===== config.mk =====
export PLATFORM = sky130hd
export DESIGN_NAME = orient_scan_ctrl
export DESIGN_NICKNAME = d
export VERILOG_FILES = /design/src/rtl/orient_scan_pkg.sv /design/src/rtl/scan_axis_cnt.sv /design/src/rtl/orient_scan_ctrl.sv
export SDC_FILE = /design/constraint.sdc
export NUM_CORES = 1
export LEC_CHECK = 0
export ABC_AREA = 1
export CAP_MARGIN = 20
export CORE_UTILIZATION = 55
export CTS_BUF_LIST = sky130_fd_sc_hd__clkbuf_8
export CTS_CLUSTER_DIAMETER = 80
export DETAILED_ROUTE_END_ITERATION = 8
export HOLD_SLACK_MARGIN = 0.15
export PLACE_DENSITY = 0.9
export SKIP_LAST_GASP = 1
export SLEW_MARGIN = 0
export SYNTH_ARGS = -nofsm -noshare
export SYNTH_HDL_FRONTEND = slang
export SYNTH_HIERARCHICAL = 1
export SYNTH_SLANG_ARGS = --single-unit

===== constraint.sdc =====
create_clock -name clk -period 6.2 [get_ports clk]
set_input_delay 1.86 -clock clk [delete_from_list [all_inputs] [get_ports clk]]
set_output_delay 1.86 -clock clk [all_outputs]
set_load 0.02 [all_outputs]

===== src/rtl/orient_scan_pkg.sv =====
// Orientation scan package: shared types and the orientation decode.
//   orient_e     : 3-bit orientation code (0..315 degrees in 45-degree steps)
//   state_e      : scan controller FSM states
//   orient_cfg_t : per-orientation axis directions and major-axis select
//   orient_cfg() : maps an orientation code to its axis configuration
package orient_scan_pkg;

  typedef enum logic [2:0] {
    O0   = 3'd0,
    O45  = 3'd1,
    O90  = 3'd2,
    O135 = 3'd3,
    O180 = 3'd4,
    O225 = 3'd5,
    O270 = 3'd6,
    O315 = 3'd7
  } orient_e;

  typedef enum logic [1:0] {
    IDLE = 2'd0,
    LOAD = 2'd1,
    SCAN = 2'd2,
    FIN  = 2'd3
  } state_e;

  typedef struct packed {
    logic x_down;
    logic y_down;
    logic col_major;  // 1: y is the fast (minor) axis
  } orient_cfg_t;

  function automatic orient_cfg_t orient_cfg(input orient_e o);
    orient_cfg_t c;
    c = '0;
    case (o)
      O0:      c = '{x_down: 1'b0, y_down: 1'b0, col_major: 1'b0};
      O45:     c = '{x_down: 1'b0, y_down: 1'b0, col_major: 1'b1};
      O90:     c = '{x_down: 1'b0, y_down: 1'b1, col_major: 1'b1};
      O135:    c = '{x_down: 1'b1, y_down: 1'b0, col_major: 1'b0};
      O180:    c = '{x_down: 1'b1, y_down: 1'b1, col_major: 1'b0};
      O225:    c = '{x_down: 1'b1, y_down: 1'b1, col_major: 1'b1};
      O270:    c = '{x_down: 1'b1, y_down: 1'b0, col_major: 1'b1};
      O315:    c = '{x_down: 1'b0, y_down: 1'b1, col_major: 1'b0};
      default: c = '0;
    endcase
    return c;
  endfunction

endpackage


===== src/rtl/scan_axis_cnt.sv =====
// Up/down axis counter with explicit terminal compare (never wraps modulo 2**CNT_W).
//   clk, reset : clock, synchronous active-high reset (count -> 0)
//   clear      : load start value (max_val when counting down, else 0)
//   enable     : step one in the selected direction; at terminal, reload start value
//   down       : count direction
//   max_val    : highest coordinate on this axis
//   count      : current value
//   at_term    : count is at the terminal value for the current direction
module scan_axis_cnt #(
  parameter int CNT_W = 10
) (
  input  logic             clk,
  input  logic             reset,
  input  logic             clear,
  input  logic             enable,
  input  logic             down,
  input  logic [CNT_W-1:0] max_val,
  output logic [CNT_W-1:0] count,
  output logic             at_term
);

  localparam logic [CNT_W-1:0] ONE = {{(CNT_W-1){1'b0}}, 1'b1};

  logic [CNT_W-1:0] r_count;
  logic [CNT_W-1:0] w_start;

  assign w_start = down ? max_val : '0;
  assign at_term = down ? (r_count == '0) : (r_count == max_val);
  assign count   = r_count;

  always_ff @(posedge clk) begin
    if (reset) begin
      r_count <= '0;
    end else if (clear) begin
      r_count <= w_start;
    end else if (enable) begin
      if (at_term) begin
        r_count <= w_start;
      end else if (down) begin
        r_count <= r_count - ONE;
      end else begin
        r_count <= r_count + ONE;
      end
    end
  end

endmodule


===== src/rtl/orient_scan_ctrl.sv =====
// Orientation-aware frame scan controller. Walks an IMG_W x IMG_H frame in the
// direction and major axis chosen by the orientation latched at start, emitting
// one (x, y) coordinate per valid/ready handshake.
//   clk, reset           : clock, synchronous active-high reset
//   start, orient, abort : frame control (start/orient sampled in IDLE only)
//   busy, done           : busy LOAD..FIN, done pulses in FIN
//   addr_valid/ready     : coordinate handshake
//   x, y                 : coordinate
//   line_last/frame_last : last of minor-axis line / last of frame
module orient_scan_ctrl
  import orient_scan_pkg::*;
#(
  parameter int CNT_W = 10,
  parameter int IMG_W = 1024,
  parameter int IMG_H = 1024
) (
  input  logic             clk,
  input  logic             reset,
  input  logic             start,
  input  logic [2:0]       orient,
  input  logic             abort,
  output logic             busy,
  output logic             done,
  output logic             addr_valid,
  input  logic             addr_ready,
  output logic [CNT_W-1:0] x,
  output logic [CNT_W-1:0] y,
  output logic             line_last,
  output logic             frame_last
);

  localparam logic [CNT_W-1:0] X_MAX = CNT_W'(IMG_W - 1);
  localparam logic [CNT_W-1:0] Y_MAX = CNT_W'(IMG_H - 1);

  state_e      r_state;
  state_e      w_state_nxt;
  orient_e     r_orient;
  orient_cfg_t w_cfg;

  logic w_clear;
  logic w_hs;
  logic w_x_term, w_y_term;
  logic w_minor_term, w_major_term;
  logic w_step_minor, w_step_major;
  logic w_x_en, w_y_en;

  assign w_cfg = orient_cfg(r_orient);

  always_ff @(posedge clk) begin
    if (reset) begin
      r_state  <= IDLE;
      r_orient <= O0;
    end else begin
      r_state <= w_state_nxt;
      if (r_state == IDLE && start && !abort) begin
        r_orient <= orient_e'(orient);
      end
    end
  end

  always_comb begin
    w_state_nxt = r_state;
    busy        = 1'b0;
    done        = 1'b0;
    addr_valid  = 1'b0;
    w_clear     = 1'b0;
    case (r_state)
      IDLE: begin
        if (start && !abort) w_state_nxt = LOAD;
      end
      LOAD: begin
        busy        = 1'b1;
        w_clear     = 1'b1;
        w_state_nxt = abort ? IDLE : SCAN;
      end
      SCAN: begin
        busy       = 1'b1;
        addr_valid = 1'b1;
        if (abort) begin
          w_state_nxt = IDLE;
        end else if (addr_ready && frame_last) begin
          w_state_nxt = FIN;
        end
      end
      FIN: begin
        busy        = 1'b1;
        done        = 1'b1;
        w_state_nxt = IDLE;
      end
      default: w_state_nxt = IDLE;
    endcase
  end

  // Abort blocks the handshake so the counters never step on an aborting cycle.
  assign w_hs         = addr_valid && addr_ready && !abort;
  assign w_minor_term = w_cfg.col_major ? w_y_term : w_x_term;
  assign w_major_term = w_cfg.col_major ? w_x_term : w_y_term;

  // Flags are gated by addr_valid so they read low outside SCAN.
  assign line_last    = addr_valid && w_minor_term;
  assign frame_last   = line_last && w_major_term;

  // The final handshake leaves the counters parked on the last coordinate.
  assign w_step_minor = w_hs && !frame_last;
  assign w_step_major = w_step_minor && w_minor_term;
  assign w_x_en       = w_cfg.col_major ? w_step_major : w_step_minor;
  assign w_y_en       = w_cfg.col_major ? w_step_minor : w_step_major;

  scan_axis_cnt #(
    .CNT_W (CNT_W)
  ) u_x_cnt (
    .clk     (clk),
    .reset   (reset),
    .clear   (w_clear),
    .enable  (w_x_en),
    .down    (w_cfg.x_down),
    .max_val (X_MAX),
    .count   (x),
    .at_term (w_x_term)
  );

  scan_axis_cnt #(
    .CNT_W (CNT_W)
  ) u_y_cnt (
    .clk     (clk),
    .reset   (reset),
    .clear   (w_clear),
    .enable  (w_y_en),
    .down    (w_cfg.y_down),
    .max_val (Y_MAX),
    .count   (y),
    .at_term (w_y_term)
  );

endmodule


# Word-level counts from Yosys, hierarchy flattened

Memory sizes are Yosys's and may differ from the RTL's. A register that Yosys moved wholly into a read port is not among the register bits.
Cells that the tools add are included.

Bits in registers: 25
Latch bits: 0
Bits in writable memories: 0
Bits in read-only memories: 24
Input bits: 8
Output and inout port bits: 25
Word-level logic and storage cells: 62
Memories: 1

$add $sub $neg: 4
$mul: 0
Div/mod/pow operators: 0
Order comparisons: 0
Equal/unequal tests: 7
Shift operators: 0
Multiplexer cells: 27
Bitwise gates (word level): 0
Reduce and logical (&&, ||, !) cells: 19

Memory list:

| name            | words | bits a word | rd ports | clocked after memory_dff | write ports | line                  | text |
|---|---|---|---|---|---|---|---|
| (no name shown) | 8     | 3           | 1        | 1                        | 0           | orient_scan_pkg.sv:35 | `case (o)` |

Operator list:

| cell                                                                   | number |
|---|---|
| 10-bit 2-to-1 mux                                                      | 10 |
| 10-bit by 1-bit adder with 10-bit output (second input constant)       | 2 |
| 10-bit equality test (second input constant)                           | 2 |
| 10-bit zero test                                                       | 2 |
| 10-bit by 1-bit subtractor with 10-bit output (second input constant)  | 2 |
| 1-bit logical AND                                                      | 10 |
| 1-bit 2-to-1 mux                                                       | 10 |
| 2-bit 2-to-1 mux                                                       | 4 |
| 2-bit case mux with 4 select lines                                     | 1 |
| 3-bit 2-to-1 mux                                                       | 2 |
| 2-bit equality test (second input constant)                            | 2 |
| 2-bit nonzero test                                                     | 2 |
| 3-bit != test (second input constant)                                  | 1 |
| 3-bit OR reduction                                                     | 1 |
| 2-bit by 1-bit equality test with 1-bit output (second input constant) | 1 |
| 1-bit zero test                                                        | 2 |
| 2-bit zero test                                                        | 1 |
| 2-bit by 1-bit != test with 1-bit output (second input constant)       | 1 |
| 2-bit AND reduction                                                    | 1 |

# Logic depth before layout (Yosys ltp)

Gate-level depths: netlist of the first run.

Word-level depth: 11
Depth in mapped cells: 16

# Cells and area by module

The synthesis of the first run kept the hierarchy.

Modules (own cells, without submodules):

| module                   | times used | cells each | area each (sq um) | seq. area each (sq um) |
|---|---|---|---|---|
| scan_axis_cnt at u_x_cnt | 1          | 194        | 1189.9            | 200.2 |
| scan_axis_cnt at u_y_cnt | 1          | 194        | 1174.9            | 200.2 |
| orient_scan_ctrl         | 1          | 67         | 494.2             | 160.2 |

# Worst setup path after synthesis of the first run

No wires, ideal clock.

Path type: flip-flop to output port
Start: reg u_x_cnt.r_count[0] (netlist: u_x_cnt/count[0])
End: out line_last
Data arrival time: 1708 ps
Required time: 4340 ps
Path slack: 2632 ps
Stages on the path, launching flop included: 8
Buffers on the path: 0
Cells stage by stage: dfxtp_1 > nor2_2 > nand3_2 > nor3_4 > nand2_2 > nand2_1 > nor2_1 > a211oi_1

Longest elaborated chain between the ends: 4
Elaborated cells between the ends (all ways): 5
Those cells by class: eq/ne: 1; mux: 2; reduce/logical: 2

RTL lines:

| item                                                     | line                    | text |
|---|---|---|
| from (decl)                                              | scan_axis_cnt.sv:24     | `logic [CNT_W-1:0] r_count;` |
| from (signal assigned)                                   | scan_axis_cnt.sv:35     | `r_count <= w_start;` |
| from (signal assigned)                                   | scan_axis_cnt.sv:38     | `r_count <= w_start;` |
| from (signal assigned)                                   | scan_axis_cnt.sv:40     | `r_count <= r_count - ONE;` |
| 10-bit equality test or 10-bit zero test (tied branches) | scan_axis_cnt.sv:28     | `assign at_term = down ? (r_count == '0) : (r_count == max_val);` |
| 1-bit 2-to-1 mux *                                       | scan_axis_cnt.sv:28     |  |
| named net w_x_term                                       | orient_scan_ctrl.sv:42  | `logic w_x_term, w_y_term;` |
| 1-bit 2-to-1 mux *                                       | orient_scan_ctrl.sv:96  | `assign w_minor_term = w_cfg.col_major ? w_y_term : w_x_term;` |
| 1-bit logical AND *                                      | orient_scan_ctrl.sv:100 | `assign line_last = addr_valid && w_minor_term;` |
| to (decl)                                                | orient_scan_ctrl.sv:28  | `output logic line_last,` |

The timed path passes the listed nets; every way through them passes the cells marked *.

# Worst setup path after layout of the first run

Start: reg u_y_cnt.r_count[3] (netlist: u_y_cnt/count[3])
End: out line_last

Longest elaborated chain between the ends: 4
Elaborated cells between the ends (all ways): 5
Those cells by class: eq/ne: 1; mux: 2; reduce/logical: 2

RTL lines:

| item                                                     | line |
|---|---|
| from (decl)                                              | scan_axis_cnt.sv:24 |
| from (signal assigned)                                   | scan_axis_cnt.sv:35 |
| from (signal assigned)                                   | scan_axis_cnt.sv:38 |
| from (signal assigned)                                   | scan_axis_cnt.sv:40 |
| 10-bit equality test or 10-bit zero test (tied branches) | scan_axis_cnt.sv:28 |
| 1-bit 2-to-1 mux *                                       | scan_axis_cnt.sv:28 |
| named net w_y_term                                       | orient_scan_ctrl.sv:42 |
| 1-bit 2-to-1 mux *                                       | orient_scan_ctrl.sv:96 |
| 1-bit logical AND *                                      | orient_scan_ctrl.sv:100 |

Marks and branches as above.

==> reports/metrics.yaml, run 1 <==
grt_setup_unrepaired: "false"
routed_wirelength_um: 6800
hold_buffers: 0
crit_path_start: "u_y_cnt/count[3]"
die_w_um: 74.1
hold_path.startpoint: "r_orient[0]"
hold_path.class: "reg2reg"
ys_seq_area_share_pct: 19.6
critPathMaxStageDelay_ns: 0.65
ios: 33
antenna_left: 0
yosys_most_used_dff: "dfxtp_1"
finalSetupTns_ns: 0
crit_required_ns: 4.34
h-tree-depth: 1
first_pass_iters: 5
cts-buffers-inserted: 3
finalHoldViolCount: 0
initialDrtViolationCount: 194
clock-sinks: 28
post_cts_buffers: 0
power.density_nw_per_um2: 198
post-place-ws_ns: 1.92
fin_nets: 567
relSlewSlack_pct: 40.4
synthAdderAreaFrac_pct: 10.2
drc_errors: 0
synth_edf_count: 0
clockRootBuffer: "clkbuf_8"
yosys_warnings: 6
final_cell_area_um2: 3460
grt_pass1_wl_um: 11500
clock_path_buffers: 2
diodes: 0
layout_setup_ws_ns: 1.58
synth_top_area_cell: "dfxtp_1"
r2r_start: "u_y_cnt/count[3]"
wl_per_cell_um: 11.3
grt_usage_pct: 26.6
irDropWorstVdd_v: 0.000126
synth_top_family_by_area: "simple AND/OR/NAND/NOR gates"
cp.arrival_ns: 2.76
reg2reg_setup_slack_ns: 3.34
criticalPathCategory: "reg2out"
fmax_mhz: 217
cp-start-kind: "flop"
synth_top_area_share_pct: 19.6
dieArea_um2: 5490
hpwl_um: 5250
drv_slew: 0
synth_xor_area_share_pct: 6.43
synth.mux.area_fraction_pct: 0
synth_commonest_cells: "122 x nand2_1, 75 x inv_1, 41 x nor2_1"
syn_area_um2: 2860
grt_max_degree: 24
synth_compound_area_share_pct: 16.8
place_area_um2: 3410
ys_top_cells_by_area: "dfxtp_1 20%, nand2_1 16%, inv_1 9.8%, ha_1 8.8%, nor2_1 5.4%"
path_cells: "nor2_1, nand2_1, nor3_2, nand2_2, nand2_4, inv_1, a211oi_1, clkdlybuf4s50_1"
layout-drive-gt1-share_pct: 7.09
syn_inst: 455
synthArstFlopShare_pct: 0
place.gp.congestion: 0.873
synth_seq_cells: 28
synth.distinct_cells: 40
status: "complete, no violations"
start_util_pct: 59.0
die_h_um: 74.1
synth_simple_gate_area_share_pct: 34.3
rows: 25
worst_slew_pin_slew_ns: 0.893
numPortBuffers: 32
synth_area_per_cell_um2: 6.28
layout_min_cycle_time_ns: 4.62
vias: 3002
final-setup-viol-count: 0
post-route-period-util_pct: 74.4
yosysMostFrequentCell: "nand2_1"
cts_tree: "done"
cts.repair.resized: 0
grt_pass1_vias: 2707
clk_pin_slew_worst_paths_ns: 0.11
insertion_delay_ns: 0.28
cp_slowest_cell: "clkdlybuf4s50_1"
grt_overflow: 0
cp-end-kind: "output port"
finish.utilization_pct: 71.4
syn2layout_area_growth_pct: 21.1
p_leak_nw: 1.89
skew_ns: 0.00526
maxCapViolCount: 0
grt_antenna_before_repair: 0
core_area_um2: 4850
critical_path.max_fanout: 11
routed_via_density: 4.98
where the power goes:
group	leakage [nW]	switching, mW	total (mW)	internal (mW)
registers	0.230	0.0379	0.238	0.200
logic	1.63	0.200	0.328	0.128
clock network	0.0288	0.0619	0.119	0.0570
worst max-delay path: cells and delay by family (launching register included):
kind                   cells  cell delay [ns]
AO/OA/AOI/OAI              1             0.25
flip-flops                 1             0.37
AND/OR/NAND/NOR            5             1.12
buffers and inverters      2             0.73
final timing paths:
path | endpoint | depth (start not counted)
min | r_orient[0] | 2
max | line_last | 8
min reg2reg | r_orient[0] | 2
max reg2reg | u_x_cnt/count[9] | 12
stage by stage:
stage,hold slack (ns),instances,power (mW)
floorplan,0.440,506,0.481
global placement,0.456,599,0.555
detailed placement,0.475,599,0.564
CTS,0.502,603,0.682
global route,0.517,603,0.734
finish,0.493,603,0.685
final cells by class:
| cell class | instances | area, um2 |
|---|---|---|
| fillers | 430 | 1390 |
| flip-flops and latches | 28 | 561 |
| clock buffers | 4 | 55.1 |
| well taps | 67 | 83.8 |
| inverters | 80 | 304 |
| repair buffers | 33 | 328 |
| multi-input cells | 391 | 2130 |
cell families after synthesis:
family / count (synthesis)
AO/OA/AOI/OAI: 80
buffers and inverters: 87
AND/OR/NAND/NOR: 216
flip-flops: 28
other: 1
adder cells (fa/ha/maj): 22
XOR/XNOR: 21
state kept, by name, indices dropped and copies added, names as in the netlist:
register and count:
u_x_cnt/count 10, u_y_cnt/count 10, r_state 2, r_orient 3, w_cfg 3
routing by layer:
layer	wire length, um	global-route usage [%]	part of all wire, %	vias to the layer above
li1	-	-	-	1551
met1	3090	34.4	45	1349
met2	3270	47.3	48	96
met3	377	2.85	5.5	6
met4	59	5.98	0.87	0
met5	0	0	0	-
cell usage in the layout (no fill, tap or decap), types with 2 or more instances in the layout:
| master | count |
|---|---|
| o21bai_1 | 5 |
| nand3_1 | 20 |
| dfxtp_1 | 28 |
| nand4_1 | 5 |
| o21ai_0 | 21 |
| nand2_1 | 122 |
| a21oi_1 | 29 |
| nor2_1 | 41 |
| ha_1 | 20 |
| clkbuf_8 | 4 |
| a21oi_2 | 2 |
| xor2_1 | 12 |
| o211ai_1 | 17 |
| nor2_4 | 4 |
| nand2_4 | 2 |
| conb_1 | 52 |
| nand3_2 | 5 |
| inv_1 | 75 |
| fa_1 | 2 |
| inv_2 | 2 |
| nand2_2 | 7 |
| nor2_2 | 5 |
| clkdlybuf4s50_1 | 32 |
| xnor2_1 | 9 |
| o21ai_1 | 2 |
Power figures use the tool's default switching activity.
==> inputs of run 2 (changes only) <==
clock period = 4.83 ns   (was 6.2 ns; I/O delays follow)
==> run 2 against run 1 <==
  * Clock-buffer cell count did not move
  * Critical path type unchanged
  * Die area unchanged
  * Utilization rose by 0.15 points
  * Non-clock buffer count increased by 1
  * Via count decreased by 1.3%
  * Sequential cell count stayed put
  * Clock power is 26% higher
  * Sequential share of layout area hardly changed
==> reports/metrics.yaml, run 2 (same netlist as run 1, synthesis figures left out) <==
status: "complete, no violations"
fin_nets: 568
final-setup-viol-count: 0
layout-drive-gt1-share_pct: 7.26
power.density_nw_per_um2: 254
initialDrtViolationCount: 192
grt_usage_pct: 26.1
p_leak_nw: 1.90
maxCapViolCount: 0
insertion_delay_ns: 0.28
wl_per_cell_um: 11.3
core_area_um2: 4850
vias: 2962
cp_slowest_cell: "dfxtp_1"
cpLargestDelayFamily: "flip-flops"
cts_tree: "done"
drv_slew: 0
clk_pin_slew_worst_paths_ns: 0.10
hpwl_um: 5190
grt_pass1_wl_um: 11300
first_pass_iters: 6
layout_min_cycle_time_ns: 3.96
clock-sinks: 28
grt_max_degree: 24
start_util_pct: 59.0
post-place-ws_ns: 1.16
layout_commonest_cell: "nand2_1"
criticalPathCategory: "reg2out"
rows: 25
post-route-period-util_pct: 82.1
die_h_um: 74.1
path_cells: "nand2_2, nand2_4, inv_1, a211oi_1, clkdlybuf4s50_1"
clockRootBuffer: "clkbuf_8"
hold_buffers: 0
routed_via_density: 4.90
place_area_um2: 3410
crit_buf_inv: 2
cp.arrival_ns: 2.52
critical_path.max_fanout: 22
crit_required_ns: 3.38
diodes: 0
grt_overflow: 0
final_cell_area_um2: 3470
hold_path.class: "reg2reg"
syn2layout_area_growth_pct: 21.3
finalHoldViolCount: 0
grt_setup_unrepaired: "false"
grt_pass1_vias: 2656
layout_setup_ws_ns: 0.865
cts.repair.resized: 0
antenna_left: 0
drc_errors: 0
post_cts_buffers: 0
routed_wirelength_um: 6850
layout_common_cells: "122 x nand2_1, 75 x inv_1, 52 x conb_1"
irDropWorstVdd_v: 0.000128
dieArea_um2: 5490
cts-buffers-inserted: 3
worst_slew_pin_slew_ns: 0.892
grt_antenna_before_repair: 0
r2r_start: "w_cfg[1]"
skew_ns: 0.00584
ios: 33
fmax_mhz: 252
critPathMaxStageDelay_ns: 0.92
numPortBuffers: 32
finalSetupTns_ns: 0
relSlewSlack_pct: 40.4
hold_path.startpoint: "r_orient[1]"
clock_path_buffers: 2
cp-start-kind: "flop"
die_w_um: 74.1
place.gp.congestion: 0.870
fillCellCount: 419
cp-end-kind: "output port"
crit_path_start: "w_cfg[1]"
h-tree-depth: 1
==> run 2: cell count changes in the layout (fill, tap and decap cells not counted) <==
cell   change
buf_4      +1
==> run 2: metal layers <==
layer	track usage, %	share of wire [%]	vias to the layer above
met3	2.85	4.8	2
met4	6.20	0.32	0
met1	34.3	47	1320
li1	-	-	1552
met2	45.6	48	88
met5	0	0	-
==> run 2: stage by stage <==
step | hold WS [ns] | std cells | utilization, % | power (mW)
floorplan | 0.440 | 506 | - | 0.618
global placement | 0.456 | 600 | 70.4 | 0.714
detailed placement | 0.466 | 600 | 70.4 | 0.727
CTS | 0.492 | 604 | 71.5 | 0.880
global route | 0.526 | 604 | 71.5 | 0.950
finish | 0.486 | 604 | 71.5 | 0.880
==> run 2: worst paths after layout <==
path	end	slack [ns]	depth (start not counted)
worst max-delay path	line_last	0.87	5
worst min-delay path	r_orient[1]	0.49	2
worst max register to register	u_x_cnt/count[6]	2.19	9
worst min register to register	r_orient[1]	0.49	2
==> run 2: power breakdown <==
part | total, mW | internal, mW | leakage, nW | switching [mW]
clock network | 0.150 | 0.0731 | 0.0288 | 0.0767
registers | 0.308 | 0.257 | 0.230 | 0.0509
logic | 0.423 | 0.168 | 1.64 | 0.255
==> run 2: tightest hold or removal path: stages, from the launching register on <==
cell	delay (ns)
dfxtp_1	0.32
nor2_1	0.05
nor2_1	0.09
==> run 2: area by class of cell <==
class                           instances  area (um2)  share of cell area [%]
Inverter                               80         304                    8.77
Sequential cell                        28         561                    16.2
Multi-Input combinational cell        391        2130                    61.4
Clock buffer                            4        55.1                    1.59
Tap cell                               67        83.8                    2.42
Timing Repair Buffer                   34         335                    9.67
